<file path="src/rtl/arb_pkg.sv">
// Shared types and constants for the round-robin arbiter subsystem.
// Client FSM states and the client count used by the arbiter.
package arb_pkg;

    localparam int N_REQ = 4;

    typedef enum logic [1:0] {
        ST_IDLE    = 2'd0,
        ST_ACTIVE  = 2'd1,
        ST_RELEASE = 2'd2
    } arb_client_state_t;

endpackage

</file>
<file path="src/rtl/arb_client_if.sv">
// Command, upstream data, arbiter and bus signals of one arb_client.
// master: the client side; slave: local master plus arbiter plus bus.
interface arb_client_if #(
    parameter int DATA_W = 32,
    parameter int LEN_W  = 4,
    parameter int WAIT_W = 8
);
    logic              cmd_valid;
    logic              cmd_ready;
    logic [LEN_W-1:0]  cmd_len;
    logic              up_valid;
    logic              up_ready;
    logic [DATA_W-1:0] up_data;
    logic              req;
    logic              grant;
    logic              ack;
    logic              bus_valid;
    logic [DATA_W-1:0] bus_data;
    logic              busy;
    logic [WAIT_W-1:0] wait_cycles;
    logic              starve;

    modport master (
        input  cmd_valid, cmd_len, up_valid, up_data, grant,
        output cmd_ready, up_ready, req, ack, bus_valid,
        output bus_data, busy, wait_cycles, starve
    );

    modport slave (
        output cmd_valid, cmd_len, up_valid, up_data, grant,
        input  cmd_ready, up_ready, req, ack, bus_valid,
        input  bus_data, busy, wait_cycles, starve
    );
endinterface

</file>
<file path="src/rtl/sync_fifo.sv">
// Small synchronous FIFO, pointers carry a wrap bit for full/empty.
// Head entry is visible on dout while not empty.
module sync_fifo #(
    parameter int W     = 4,
    parameter int DEPTH = 4
) (
    input  logic         clk,
    input  logic         rst_an,
    input  logic         push,
    input  logic         pop,
    input  logic [W-1:0] din,
    output logic [W-1:0] dout,
    output logic         full,
    output logic         empty
);
    localparam int AW = $clog2(DEPTH);

    logic [W-1:0] mem [DEPTH];
    logic [AW:0]  wr_ptr;
    logic [AW:0]  rd_ptr;
    logic         do_push;
    logic         do_pop;

    assign empty   = (wr_ptr == rd_ptr);
    assign full    = (wr_ptr[AW] != rd_ptr[AW]) &&
                     (wr_ptr[AW-1:0] == rd_ptr[AW-1:0]);
    assign do_push = push && !full;
    assign do_pop  = pop && !empty;
    assign dout    = mem[rd_ptr[AW-1:0]];

    // Pointer advance on accepted push/pop.
    always_ff @(posedge clk) begin
        if (!rst_an) begin
            wr_ptr <= '0;
            rd_ptr <= '0;
        end else begin
            if (do_push) wr_ptr <= wr_ptr + 1'b1;
            if (do_pop)  rd_ptr <= rd_ptr + 1'b1;
        end
    end

    // Storage write; contents need no reset.
    always_ff @(posedge clk) begin
        if (do_push) mem[wr_ptr[AW-1:0]] <= din;
    end
endmodule

</file>
<file path="src/rtl/arb_client.sv">
// Requester agent: queues commands, requests the bus, streams beats.
// Acks the last beat, then drops req for one cycle so the arbiter rotates.
module arb_client
    import arb_pkg::*;
#(
    parameter int DATA_W       = 32,
    parameter int LEN_W        = 4,
    parameter int CMD_DEPTH    = 4,
    parameter int WAIT_W       = 8,
    parameter int STARVE_LIMIT = 200
) (
    input  logic         clk,
    input  logic         rst_an,
    arb_client_if.master bus
);
    localparam logic [WAIT_W-1:0] WAIT_MAX  = '1;
    localparam logic [WAIT_W-1:0] STARVE_AT = WAIT_W'(STARVE_LIMIT);

    arb_client_state_t state_q;
    arb_client_state_t state_d;

    logic              fifo_push;
    logic              fifo_pop;
    logic              fifo_full;
    logic              fifo_empty;
    logic [LEN_W-1:0]  head_len;

    logic [LEN_W-1:0]  beat_cnt;
    logic [WAIT_W-1:0] wait_cnt;
    logic [WAIT_W-1:0] wait_cycles_q;
    logic              first_seen;
    logic              starve_q;

    logic              in_active;
    logic              fire;
    logic              last;

    assign in_active = (state_q == ST_ACTIVE);
    assign fire      = in_active && bus.grant && bus.up_valid;
    assign last      = fire && (beat_cnt == '0);
    assign fifo_push = bus.cmd_valid && !fifo_full;
    assign fifo_pop  = last;

    sync_fifo #(
        .W     (LEN_W),
        .DEPTH (CMD_DEPTH)
    ) u_fifo (
        .clk   (clk),
        .rst_an(rst_an),
        .push  (fifo_push),
        .pop   (fifo_pop),
        .din   (bus.cmd_len),
        .dout  (head_len),
        .full  (fifo_full),
        .empty (fifo_empty)
    );

    // FSM state register.
    always_ff @(posedge clk) begin
        if (!rst_an) state_q <= ST_IDLE;
        else         state_q <= state_d;
    end

    // Next-state: load on queued command, release after last beat.
    always_comb begin
        state_d = state_q;
        unique case (state_q)
            ST_IDLE:    if (!fifo_empty) state_d = ST_ACTIVE;
            ST_ACTIVE:  if (last)        state_d = ST_RELEASE;
            ST_RELEASE: state_d = ST_IDLE;
            default:    state_d = ST_IDLE;
        endcase
    end

    // Handshake outputs; beats only move while granted in ACTIVE.
    always_comb begin
        bus.req       = in_active;
        bus.up_ready  = fire;
        bus.bus_valid = fire;
        bus.ack       = last;
    end

    assign bus.bus_data    = bus.up_data;
    assign bus.cmd_ready   = !fifo_full;
    assign bus.busy        = (state_q != ST_IDLE) || !fifo_empty;
    assign bus.wait_cycles = wait_cycles_q;
    assign bus.starve      = starve_q;

    // Beat countdown and grant-latency counting for the current command.
    always_ff @(posedge clk) begin
        if (!rst_an) begin
            beat_cnt   <= '0;
            wait_cnt   <= '0;
            first_seen <= 1'b0;
        end else if (state_q == ST_IDLE && !fifo_empty) begin
            beat_cnt   <= head_len;
            wait_cnt   <= '0;
            first_seen <= 1'b0;
        end else if (in_active) begin
            if (fire && beat_cnt != '0)
                beat_cnt <= beat_cnt - 1'b1;
            if (!first_seen && bus.grant)
                first_seen <= 1'b1;
            if (!first_seen && !bus.grant && wait_cnt != WAIT_MAX)
                wait_cnt <= wait_cnt + 1'b1;
        end
    end

    // Latency capture on first grant and sticky starvation flag.
    always_ff @(posedge clk) begin
        if (!rst_an) begin
            wait_cycles_q <= '0;
            starve_q      <= 1'b0;
        end else begin
            if (in_active && !first_seen && bus.grant)
                wait_cycles_q <= wait_cnt;
            if (wait_cnt == STARVE_AT)
                starve_q <= 1'b1;
        end
    end
endmodule

</file>
<file path="src/flat_wrapper.sv">
// flat-port wrapper written by rule: the top's interface ports become plain ports
module arb_client_flat import arb_pkg::*;
#(
    parameter int DATA_W       = 32,
    parameter int LEN_W        = 4,
    parameter int CMD_DEPTH    = 4,
    parameter int WAIT_W       = 8,
    parameter int STARVE_LIMIT = 200
)
  (clk, rst_an, bus_cmd_valid, bus_cmd_len, bus_up_valid, bus_up_data, bus_grant, bus_cmd_ready, bus_up_ready, bus_req, bus_ack, bus_bus_valid, bus_bus_data, bus_busy, bus_wait_cycles, bus_starve);
  arb_client_if #(.DATA_W(DATA_W), .LEN_W(LEN_W), .WAIT_W(WAIT_W)) bus_i ();
  input  logic clk;
  input  logic rst_an;
  input wire logic [$bits(bus_i.cmd_valid)-1:0] bus_cmd_valid;
  input wire logic [$bits(bus_i.cmd_len)-1:0] bus_cmd_len;
  input wire logic [$bits(bus_i.up_valid)-1:0] bus_up_valid;
  input wire logic [$bits(bus_i.up_data)-1:0] bus_up_data;
  input wire logic [$bits(bus_i.grant)-1:0] bus_grant;
  output wire logic [$bits(bus_i.cmd_ready)-1:0] bus_cmd_ready;
  output wire logic [$bits(bus_i.up_ready)-1:0] bus_up_ready;
  output wire logic [$bits(bus_i.req)-1:0] bus_req;
  output wire logic [$bits(bus_i.ack)-1:0] bus_ack;
  output wire logic [$bits(bus_i.bus_valid)-1:0] bus_bus_valid;
  output wire logic [$bits(bus_i.bus_data)-1:0] bus_bus_data;
  output wire logic [$bits(bus_i.busy)-1:0] bus_busy;
  output wire logic [$bits(bus_i.wait_cycles)-1:0] bus_wait_cycles;
  output wire logic [$bits(bus_i.starve)-1:0] bus_starve;
  assign bus_i.cmd_valid = bus_cmd_valid;
  assign bus_i.cmd_len = bus_cmd_len;
  assign bus_i.up_valid = bus_up_valid;
  assign bus_i.up_data = bus_up_data;
  assign bus_i.grant = bus_grant;
  assign bus_cmd_ready = bus_i.cmd_ready;
  assign bus_up_ready = bus_i.up_ready;
  assign bus_req = bus_i.req;
  assign bus_ack = bus_i.ack;
  assign bus_bus_valid = bus_i.bus_valid;
  assign bus_bus_data = bus_i.bus_data;
  assign bus_busy = bus_i.busy;
  assign bus_wait_cycles = bus_i.wait_cycles;
  assign bus_starve = bus_i.starve;
  arb_client #(.DATA_W(DATA_W), .LEN_W(LEN_W), .CMD_DEPTH(CMD_DEPTH), .WAIT_W(WAIT_W), .STARVE_LIMIT(STARVE_LIMIT)) u_core (.clk(clk), .rst_an(rst_an), .bus(bus_i));
endmodule
</file>
<file path="config.mk">
export PLATFORM = sky130hd
export DESIGN_NAME = arb_client_flat
export DESIGN_NICKNAME = d
export VERILOG_FILES = /design/src/rtl/arb_pkg.sv /design/src/rtl/arb_client_if.sv /design/src/rtl/sync_fifo.sv /design/src/rtl/arb_client.sv /design/src/flat_wrapper.sv
export SDC_FILE = /design/constraint.sdc
export NUM_CORES = 1
export LEC_CHECK = 0
export ABC_AREA = 1
export CORE_AREA = 2 2 66 93
export DETAILED_ROUTE_END_ITERATION = 16
export DIE_AREA = 0 0 68 95
export GPL_ROUTABILITY_DRIVEN = 0
export HOLD_SLACK_MARGIN = 0.1
export PLACE_DENSITY = 0.79
export SYNTH_ARGS = -nofsm -noshare
export SYNTH_HDL_FRONTEND = slang
export SYNTH_SLANG_ARGS = --single-unit
</file>
<file path="constraint.sdc">
create_clock -name clk -period 1.9 [get_ports clk]
set_clock_uncertainty 0.2 [all_clocks]
set_input_delay 0.19 -clock clk [delete_from_list [all_inputs] [get_ports clk]]
set_output_delay 0.19 -clock clk [all_outputs]
set_load 0.01 [all_outputs]
</file>
# Yosys cells after proc, flatten, opt, wreduce, memory -nomap -nowiden

Memory sizes are Yosys's and may differ from the RTL's. A register that Yosys moved wholly into a read port is not among the register bits.
Index checks and enable logic that the tools add are counted.
W data, S select, Z words.

Add/subtract/negate cells: 4
Equal/unequal tests: 8
Muxes and demuxes: 10
Bitwise logic cells: 1
Reductions and logical operators: 30

Operators with widths:

| operator              | number |
|---|---|
| $logic_and A1 B1 Y1   | 14 |
| $mux W4               | 3 |
| $add A8 B1 Y8 const B | 1 |
| $eq A8 B8 Y1 const B  | 1 |
| $mux W2               | 4 |
| $ne A8 B8 Y1 const B  | 1 |
| $reduce_and A2 Y1     | 4 |
| $add A3 B1 Y3 const B | 2 |
| $reduce_bool A2 Y1    | 3 |
| $logic_not A1 Y1      | 4 |
| $logic_not A4 Y1      | 1 |
| $ne A2 B2 Y1 const B  | 2 |
| $pmux W2 S2           | 1 |
| $reduce_bool A4 Y1    | 1 |
| $sub A4 B1 Y4 const B | 1 |
| $eq A3 B3 Y1          | 1 |
| $eq A2 B1 Y1 const B  | 1 |
| $eq A2 B2 Y1          | 1 |
| $logic_not A2 Y1      | 1 |
| $mux W1               | 2 |
| $reduce_or A2 Y1      | 1 |
| $logic_or A1 B1 Y1    | 1 |
| $ne A1 B1 Y1          | 1 |
| $not A1 Y1            | 1 |

Bits in registers: 30
Memory bits (writable): 16
Output and inout port bits: 47
Memories: 1

Memory list:

| memory            | words | width | read ports | clocked after memory_dff | wr ports | line            | source |
|---|---|---|---|---|---|---|---|
| u_core.u_fifo.mem | 4     | 4     | 1          | 1                        | 1        | sync_fifo.sv:18 | `logic [W-1:0] mem [DEPTH];` |

# Logic depth before layout (Yosys ltp)

Gate-level depths: netlist of run 1.

Depth in word-level cells: 7
Mapped depth: 10
Gate-level depth less buffers: 10

# Hierarchy

From an unflattened synthesis of run 1, not the netlist that was laid out.

Cells, all modules: 327
Area total of the unflattened synthesis: 2642.5 um^2

By module, submodules not included:

| module     | times used | cells an instance | area each (um^2) |
|---|---|---|---|
| arb_client | 1          | 213               | 1551.5 |
| sync_fifo  | 1          | 114               | 1091.0 |

# Worst setup path after synthesis of run 1

No wires, ideal clock.

Kind: flip-flop to flip-flop
Start point: reg u_core.u_fifo.wr_ptr[0]
End point: mem u_core.u_fifo.mem[0][0], enable pin
Arrival time: 1159 ps
Required time: 1371 ps
Slack: 212 ps
Stages on the path, launching flop included: 7
Path buffers: 0
Clock period less this slack: 1688 ps
Cell sequence: dfxtp_1 inv_2 nand2_1 nand2_1 nand4_1 nand2_1 nor2_1

Longest elaborated chain between the ends: 7

RTL lines:

| element                           | line               | source |
|---|---|---|
| start: declaration                | sync_fifo.sv:19    | `logic [AW:0] wr_ptr;` |
| start signal: assignment          | sync_fifo.sv:37    | `if (do_push) wr_ptr <= wr_ptr + 1'b1;` |
| $eq A2 B2 Y1 (*)                  | sync_fifo.sv:26    | `(wr_ptr[AW-1:0] == rd_ptr[AW-1:0]);` |
| $logic_and A1 B1 Y1 (*)           | sync_fifo.sv:25    | `assign full = (wr_ptr[AW] != rd_ptr[AW]) &&` |
| $logic_not A1 Y1 (*)              | --                 |  |
| via bus_cmd_ready                 | flat_wrapper.sv:19 | `output wire logic [$bits(bus_i.cmd_ready)-1:0] bus_cmd_ready;` |
| $logic_and A1 B1 Y1               | arb_client.sv:41   | `assign fifo_push = bus.cmd_valid && !fifo_full;` |
| $logic_and A1 B1 Y1 (*)           | sync_fifo.sv:27    | `assign do_push = push && !full;` |
| $mux W1 (*)                       | sync_fifo.sv:44    | `if (do_push) mem[wr_ptr[AW-1:0]] <= din;` |
| $mux W1 (implied by the code) (*) | sync_fifo.sv:44    |  |
| end: declaration                  | sync_fifo.sv:18    |  |

Mark *: on every way through the listed nets, which the timed path passes. The rest lies on a longest branch.

# Worst setup path in the final report of run 1

Start point: reg u_core.u_fifo.wr_ptr[0]
End point: out bus_cmd_ready

Longest elaborated chain between the ends: 3

RTL lines:

| element             | line               | source |
|---|---|---|
| $eq A2 B2 Y1        | sync_fifo.sv:26    |  |
| $logic_and A1 B1 Y1 | sync_fifo.sv:25    |  |
| $logic_not A1 Y1    | arb_client.sv:84   | `assign bus.cmd_ready = !fifo_full;` |
| end: declaration    | flat_wrapper.sv:19 |  |

No other way between the ends.

==> results of run 1 <==
## worst max-delay path by stage
stage	startpoint	to	slack, ns	cells after the start
6_report	u_core.u_fifo.wr_ptr[0]$_SDFFE_PN0P_	bus_cmd_ready	0.08	5
4_1_cts	u_core.u_fifo.wr_ptr[0]$_SDFFE_PN0P_	bus_cmd_ready	0.07	5
5_1_grt	u_core.u_fifo.wr_ptr[1]$_SDFFE_PN0P_	bus_cmd_ready	0.005	5
3_3_place_gp	bus_grant	bus_bus_valid	-0.05	6
3_5_place_dp	bus_grant	bus_up_ready	-0.05	6
2_1_floorplan	u_core.u_fifo.wr_ptr[0]$_SDFFE_PN0P_	u_core.u_fifo.mem[0][0]$_DFFE_PP_	0.21	6
## stage by stage
step / setup TNS (ns) / area (sq um) / cells
2_1_floorplan: 0 / 2480 / 308
3_3_place_gp: -0.137 / 2620 / 377
3_5_place_dp: -0.149 / 2620 / 377
4_1_cts: 0 / 2730 / 385
5_1_grt: 0 / 2730 / 385
6_report: 0 / 2730 / 385
## placed cells by master (no fill, tap or decap), types with 3 or more instances in the layout
cell type,count
nor2_1,21
nor3_1,5
nand2_1,65
edfxtp_1,16
dfxtp_1,30
o21ai_0,17
xor2_1,6
nor2_2,5
a21oi_1,19
ha_1,9
nand4_1,3
clkbuf_8,5
buf_4,14
inv_1,39
nand3_1,22
dlygate4sd2_1,4
clkdlybuf4s50_1,18
## layer usage
layer / vias up / track usage / share of wire
met4: 0 / 0.145 / 0.073
met5: - / 0 / 0
met3: 38 / 0.0286 / 0.044
li1: 961 / - / -
met2: 46 / 0.293 / 0.53
met1: 903 / 0.168 / 0.35
## flip-flops by register name, indices dropped and copies added (netlist names), named ones only
signal	count
u_core.u_fifo.mem	16
u_core.first_seen	1
u_core.u_fifo.rd_ptr	3
u_core.beat_cnt	4
u_core.u_fifo.wr_ptr	3
u_core.bus.wait_cycles	8
u_core.wait_cnt	8
u_core.state_q	2
u_core.bus.starve	1
## worst register-to-register path: cells and delay by family (launching register included)
kind                   cells  cell delay [ns]
buffers and inverters      2             0.22
DFF                        1             0.38
and+or+nand+nor            5             0.64
## final cells by class
cell class / instances / share of cell area
Sequential cell: 48 / 0.412
Multi-Input combinational cell: 181 / 0.340
Timing Repair Buffer: 37 / 0.119
Inverter: 41 / 0.0565
Tap cell: 70 / 0.0321
Clock buffer: 6 / 0.0266
Clock inverter: 2 / 0.0129
## cells by family after synthesis
| family | count (synthesis) | synth area share |
|---|---|---|
| flip-flops | 48 | 0.452 |
| XOR/XNOR | 6 | 0.0212 |
| buffers and inverters | 79 | 0.175 |
| AO/OA/AOI/OAI | 39 | 0.0798 |
| AND/OR/NAND/NOR | 127 | 0.227 |
| adder cells (fa/ha/maj) | 9 | 0.0454 |
## power groups by stage
| stage | Clock [mW] | Sequential [mW] | Combinational (mW) |
|---|---|---|---|
| CTS | 0.723 | 1.17 | 0.462 |
| finish | 0.704 | 1.17 | 0.458 |
| floorplan | 0 | 1.19 | 0.357 |
| global route | 0.759 | 1.18 | 0.523 |
| global placement | 0 | 1.19 | 0.446 |
| detailed placement | 0 | 1.19 | 0.461 |
==> results by group, run 1 <==
Critical path
  • CP max-delay cell: dfxtp_2
  • R2R Setup Slk: 0.18 ns
  • R2r endpoint: u_core.u_fifo.mem[1][0]$_DFFE_PP_
  • CP cell instances: inv_2 -> nand2_1 -> nand2_1 -> nand4_1 -> dlygate4sd2_1
  • CP delay by family, top: buffers and inverters
  • Crit path max fanout: 5
  • CP bufs+invs: 2
  • Worst Reg-to-Reg Cells: 7
  • Most used cell, CP: nand2_1
  • CP arrival: 1.43 ns
  • Critical path required time: 1.51 ns
  • Nature of the critical path endpoint: output port
  • CP max stage delay: 0.36 ns
  • WS Path Type: reg2out
  • R2R Path Start: u_core.u_fifo.wr_ptr[0]$_SDFFE_PN0P_
  • Startpoint Class: flip-flop

Power
  • Switching power: 624 uW
  • Leakage: 1.20 nW
  • Reg power frac: 0.501
  • Combinational Power Share: 0.197
  • Worst vdd ir: 0.440 mV
  • Internal power: 1.71 mW
  • Net Sw Frac: 0.268
  • Total Power: 2.33 mW
  • Clock power share: 0.302
  • Cell Pwr Density: 855 nW/um^2

Min path
  • Worst Hold End: bus_bus_data[0]
  • Hold crit path type: in2out
  • Hold path start: bus_up_data[0]
  • Hold path depth: 0

Global route
  • GRT overflow: 0
  • Antenna violations before repair: 0
  • All-Layer GR Usage: 0.169
  • Vias in the first global route: 1892
  • Largest net degree at the start of global routing: 18
  • First-pass GRT wire length: 8270 microns

Clock network
  • Clock Pin Slew Worst Setup and Hold Paths: 0.08 ns
  • TritonCTS clock tree: built
  • Setup bufs post-CTS: 0
  • Htree depth: 2
  • CTS sink cnt: 48
  • Num CTS Buffers: 5
  • Root buf cell: clkbuf_8
  • Clock latency on the worst-skew pair: 0.30 ns
  • Cts hold-fix bufs: 0
  • Post-CTS sizing: 7
  • Clock tree buffer depth: 2

Floorplan
  • Initial Util: 0.435
  • Die width: 68 microns
  • Rows: 33
  • Die height: 95 microns
  • CORE AREA: 5700 sq um
  • Boundary Pins: 88
  • DIE AREA: 6460 sq um

Finish
  • Multi-input logic area: 927 sq um
  • ANT cells: 0
  • Register area: 1120 sq um
  • Fillers: 534
  • Final core utilization: 0.478
  • Share of cells above drive strength 1: 0.117
  • Layout area overhead: 9.94%
  • Fin nets: 364

Placement
  • I/O Buffers: 23
  • Dpl hpwl: 3660 microns
  • Pre-CTS WS: -0.0538 ns

Logic synthesis
  • Largest cells by area after synthesis: dfxtp_1 (26%), edfxtp_1 (19%), buf_4 (10%)
  • Most numerous cell in the Yosys netlist: nand2_1
  • Sequential-to-total area share from yosys stat: 0.452
  • Post-Synthesis Cells: 308
  • Asr flop ratio synth: 0
  • Warnings from Yosys: 0
  • #FFs+latches synth: 48
  • Synthesized area: 2480 sq um
  • EDFF count, synth: 16
  • Predominant post-synthesis flop cell: dfxtp_1
  • Yosys cell types: 24
  • Top-area cell type share of the netlist area: 0.258
  • Post-synth top area cell: dfxtp_1
  • Syn nets: 358
  • Syn avg cell area: 8.05 sq um
  • Synth top cells by count: nand2_1 (66), inv_1 (39), buf_4 (34)

STA
  • Tcrit/Tclk final: 0.958
  • Worst Tran Pin Value: 0.313 ns
  • Hold Slack: 0.180 ns
  • RSZ-0062 raised after global routing: no
  • Max-slew violation count: 0
  • Final setup viols: 0
  • Final worst slack: 0.0792 ns
  • Worst relative slew slack: 0.791
  • Hold Fails Final Rpt: 0
  • Period minus WS final: 1.82 ns
  • Fmax achieved: 549 MHz

Route
  • DR iter-0 viols: 91
  • Final WL: 4840 microns
  • DRT Pass-1 Iters: 4
  • Drt drc: 0
  • WL per Instance: 12.6 microns
  • DR vias: 1948
  • Vias/cell: 5.06
  • Post-route ant nets: 0

Run status
  • Status: finished, final reports clean

Flow run
  • Max Cap Violations: 0
No activity file was read; power rests on OpenSTA's default activity.
==> run 2: changes to the inputs <==
--- a/config.mk
+++ b/config.mk
@@ -6,12 +6,12 @@
 export NUM_CORES = 1
 export LEC_CHECK = 0
 export ABC_AREA = 1
-export CORE_AREA = 2 2 66 93
+export CORE_AREA = 2 2 78 80
 export DETAILED_ROUTE_END_ITERATION = 16
-export DIE_AREA = 0 0 68 95
+export DIE_AREA = 0 0 80 82
 export GPL_ROUTABILITY_DRIVEN = 0
 export HOLD_SLACK_MARGIN = 0.1
-export PLACE_DENSITY = 0.79
+export PLACE_DENSITY = 0.78
 export SYNTH_ARGS = -nofsm -noshare
 export SYNTH_HDL_FRONTEND = slang
 export SYNTH_SLANG_ARGS = --single-unit
==> run 2 against run 1 <==
Net effect: critical path depth stayed put; critical endpoint unchanged; maximum frequency is 3.1% higher; worst hold slack stayed put; final cell count grew 0.78%; largest power group unchanged.
==> results by group, run 2 (synthesized netlist as in run 1, its figures left out) <==
Run status
  • Status: finished, final reports clean

Power
  • Net Sw Frac: 0.259
  • Internal power: 1.78 mW
  • Switching power: 622 uW
  • Clock power share: 0.326
  • Combinational Power Share: 0.188
  • Reg power frac: 0.486
  • Cell Pwr Density: 877 nW/um^2
  • Leakage: 1.20 nW
  • Worst vdd ir: 0.407 mV
  • Total Power: 2.40 mW

STA
  • Max-slew violation count: 0
  • Final worst slack: 0.134 ns
  • Hold Fails Final Rpt: 0
  • Fmax achieved: 566 MHz
  • Sum Neg Setup Slack: 0 ns
  • Worst relative slew slack: 0.788
  • Final setup viols: 0
  • Worst Tran Pin Value: 0.318 ns
  • RSZ-0062 raised after global routing: no
  • Period minus WS final: 1.77 ns
  • Hold Slack: 0.180 ns
  • Tcrit/Tclk final: 0.930

Finish
  • Commonest non-fill, non-tap cell in the layout: nand2_1
  • Fin nets: 362
  • Layout area overhead: 10.7%
  • Most frequent cells in the layout: nand2_1 (66), inv_1 (39), dfxtp_1 (28)
  • ANT cells: 0
  • Share of cells above drive strength 1: 0.118
  • Max FFs per register: 16

Critical path
  • CP delay by family, top: buffers and inverters
  • CP max stage delay: 0.35 ns
  • Startpoint Class: flip-flop
  • R2r endpoint: u_core.u_fifo.mem[3][3]$_DFFE_PP_
  • WS Path Type: reg2out
  • R2R Path Start: u_core.u_fifo.wr_ptr[1]$_SDFFE_PN0P_
  • R2R Setup Slk: 0.18 ns
  • Crit path launch: u_core.u_fifo.wr_ptr[1]$_SDFFE_PN0P_
  • CP cell instances: inv_1 -> nand2_1 -> nand2_1 -> nand4_1 -> dlygate4sd2_1
  • Critical path required time: 1.51 ns
  • CP max-delay cell: dfxtp_2
  • Nature of the critical path endpoint: output port
  • Most used cell, CP: nand2_1
  • Crit path max fanout: 5
  • CP arrival: 1.38 ns
  • Worst Reg-to-Reg Cells: 7
  • CP bufs+invs: 2

Route
  • DRT Pass-1 Iters: 4
  • Wl on met1: 2050 microns
  • DR iter-0 viols: 90
  • DR vias: 1896
  • Vias/cell: 4.89
  • Post-route ant nets: 0
  • Max layer used: met4
  • Drt drc: 0
  • WL per Instance: 12.5 microns
  • Final WL: 4840 microns
  • Met3 wire len: 345 microns
  • Met2 Wirelength: 2120 microns

Clock network
  • TritonCTS clock tree: built
  • Clock latency on the worst-skew pair: 0.29 ns
  • Num CTS Buffers: 5
  • Clock tree buffer depth: 2
  • Setup bufs post-CTS: 0
  • Cts hold-fix bufs: 0
  • Htree depth: 2
  • CTS sink cnt: 48
  • Root buf cell: clkbuf_8
  • Clock Pin Slew Worst Setup and Hold Paths: 0.08 ns

Global route
  • GRT overflow: 0
  • First-pass GRT wire length: 7720 microns
  • Antenna violations before repair: 0
  • Vias in the first global route: 1723
  • Largest net degree at the start of global routing: 18
  • All-Layer GR Usage: 0.153

Floorplan
  • Die width: 80 microns
  • Boundary Pins: 88
  • Die height: 82 microns
  • CORE AREA: 5750 sq um
  • Initial Util: 0.431
  • Rows: 28
  • DIE AREA: 6560 sq um

Min path
  • Hold path depth: 0
  • Worst Hold End: bus_bus_data[25]
  • Hold path start: bus_up_data[25]
  • Hold crit path type: in2out

Flow run
  • Max Cap Violations: 0

Placement
  • Pre-CTS WS: -0.110 ns
  • Dpl hpwl: 3640 microns
  • I/O Buffers: 23
-- run 2: cell count changes in the layout (fill, tap and decap cells not counted), sizes merged --
cell / before / now
buf: 14 / 12
clkinv: 1 / 0
clkdlybuf4s15: 0 / 1
-- run 2: cell type report --
type	count	area, sq um
Fill cell	559	3000
Sequential cell	48	1130
Multi-Input combinational cell	181	927
Timing Repair Buffer	35	315
Inverter	41	154
Clock buffer	7	96.3
Tap cell	75	93.8
Clock inverter	1	30.0
-- run 2: metrics by stage --
stage | instances | utilization | area [sq um]
floorplan | 308 | - | 2480
global placement | 380 | 0.455 | 2610
detailed placement | 380 | 0.455 | 2610
CTS | 388 | 0.477 | 2740
global route | 388 | 0.477 | 2740
finish | 388 | 0.477 | 2740
-- run 2: how the worst max path moves through the flow --
stage                     cells after the start                                 to
after floorplan                               6  u_core.u_fifo.mem[0][0]$_DFFE_PP_
after global placement                        6                       bus_up_ready
after detailed placement                      6                       bus_up_ready
after CTS                                     5                            bus_ack
after global routing                          5                            bus_ack
final                                         5                      bus_cmd_ready
-- run 2: metal layers --
metal,vias up,track usage
met1,856,0.178
li1,952,-
met4,0,0.124
met3,37,0.0473
met2,51,0.231
met5,-,0
-- run 2: timing repair --
action / CTS / global route
pin swaps: 0 / 0
gates resized for setup: 10 / 1
setup endpoints to repair: 5 / 1
-- run 2: power by group through the flow --
stage                     clock (mW)  sequential (mW)  combinational (mW)
final                          0.783             1.17               0.451
after global routing           0.842             1.18               0.513
after CTS                      0.790             1.17               0.454
after detailed placement           0             1.19               0.456
after global placement             0             1.19               0.443
after floorplan                    0             1.19               0.357
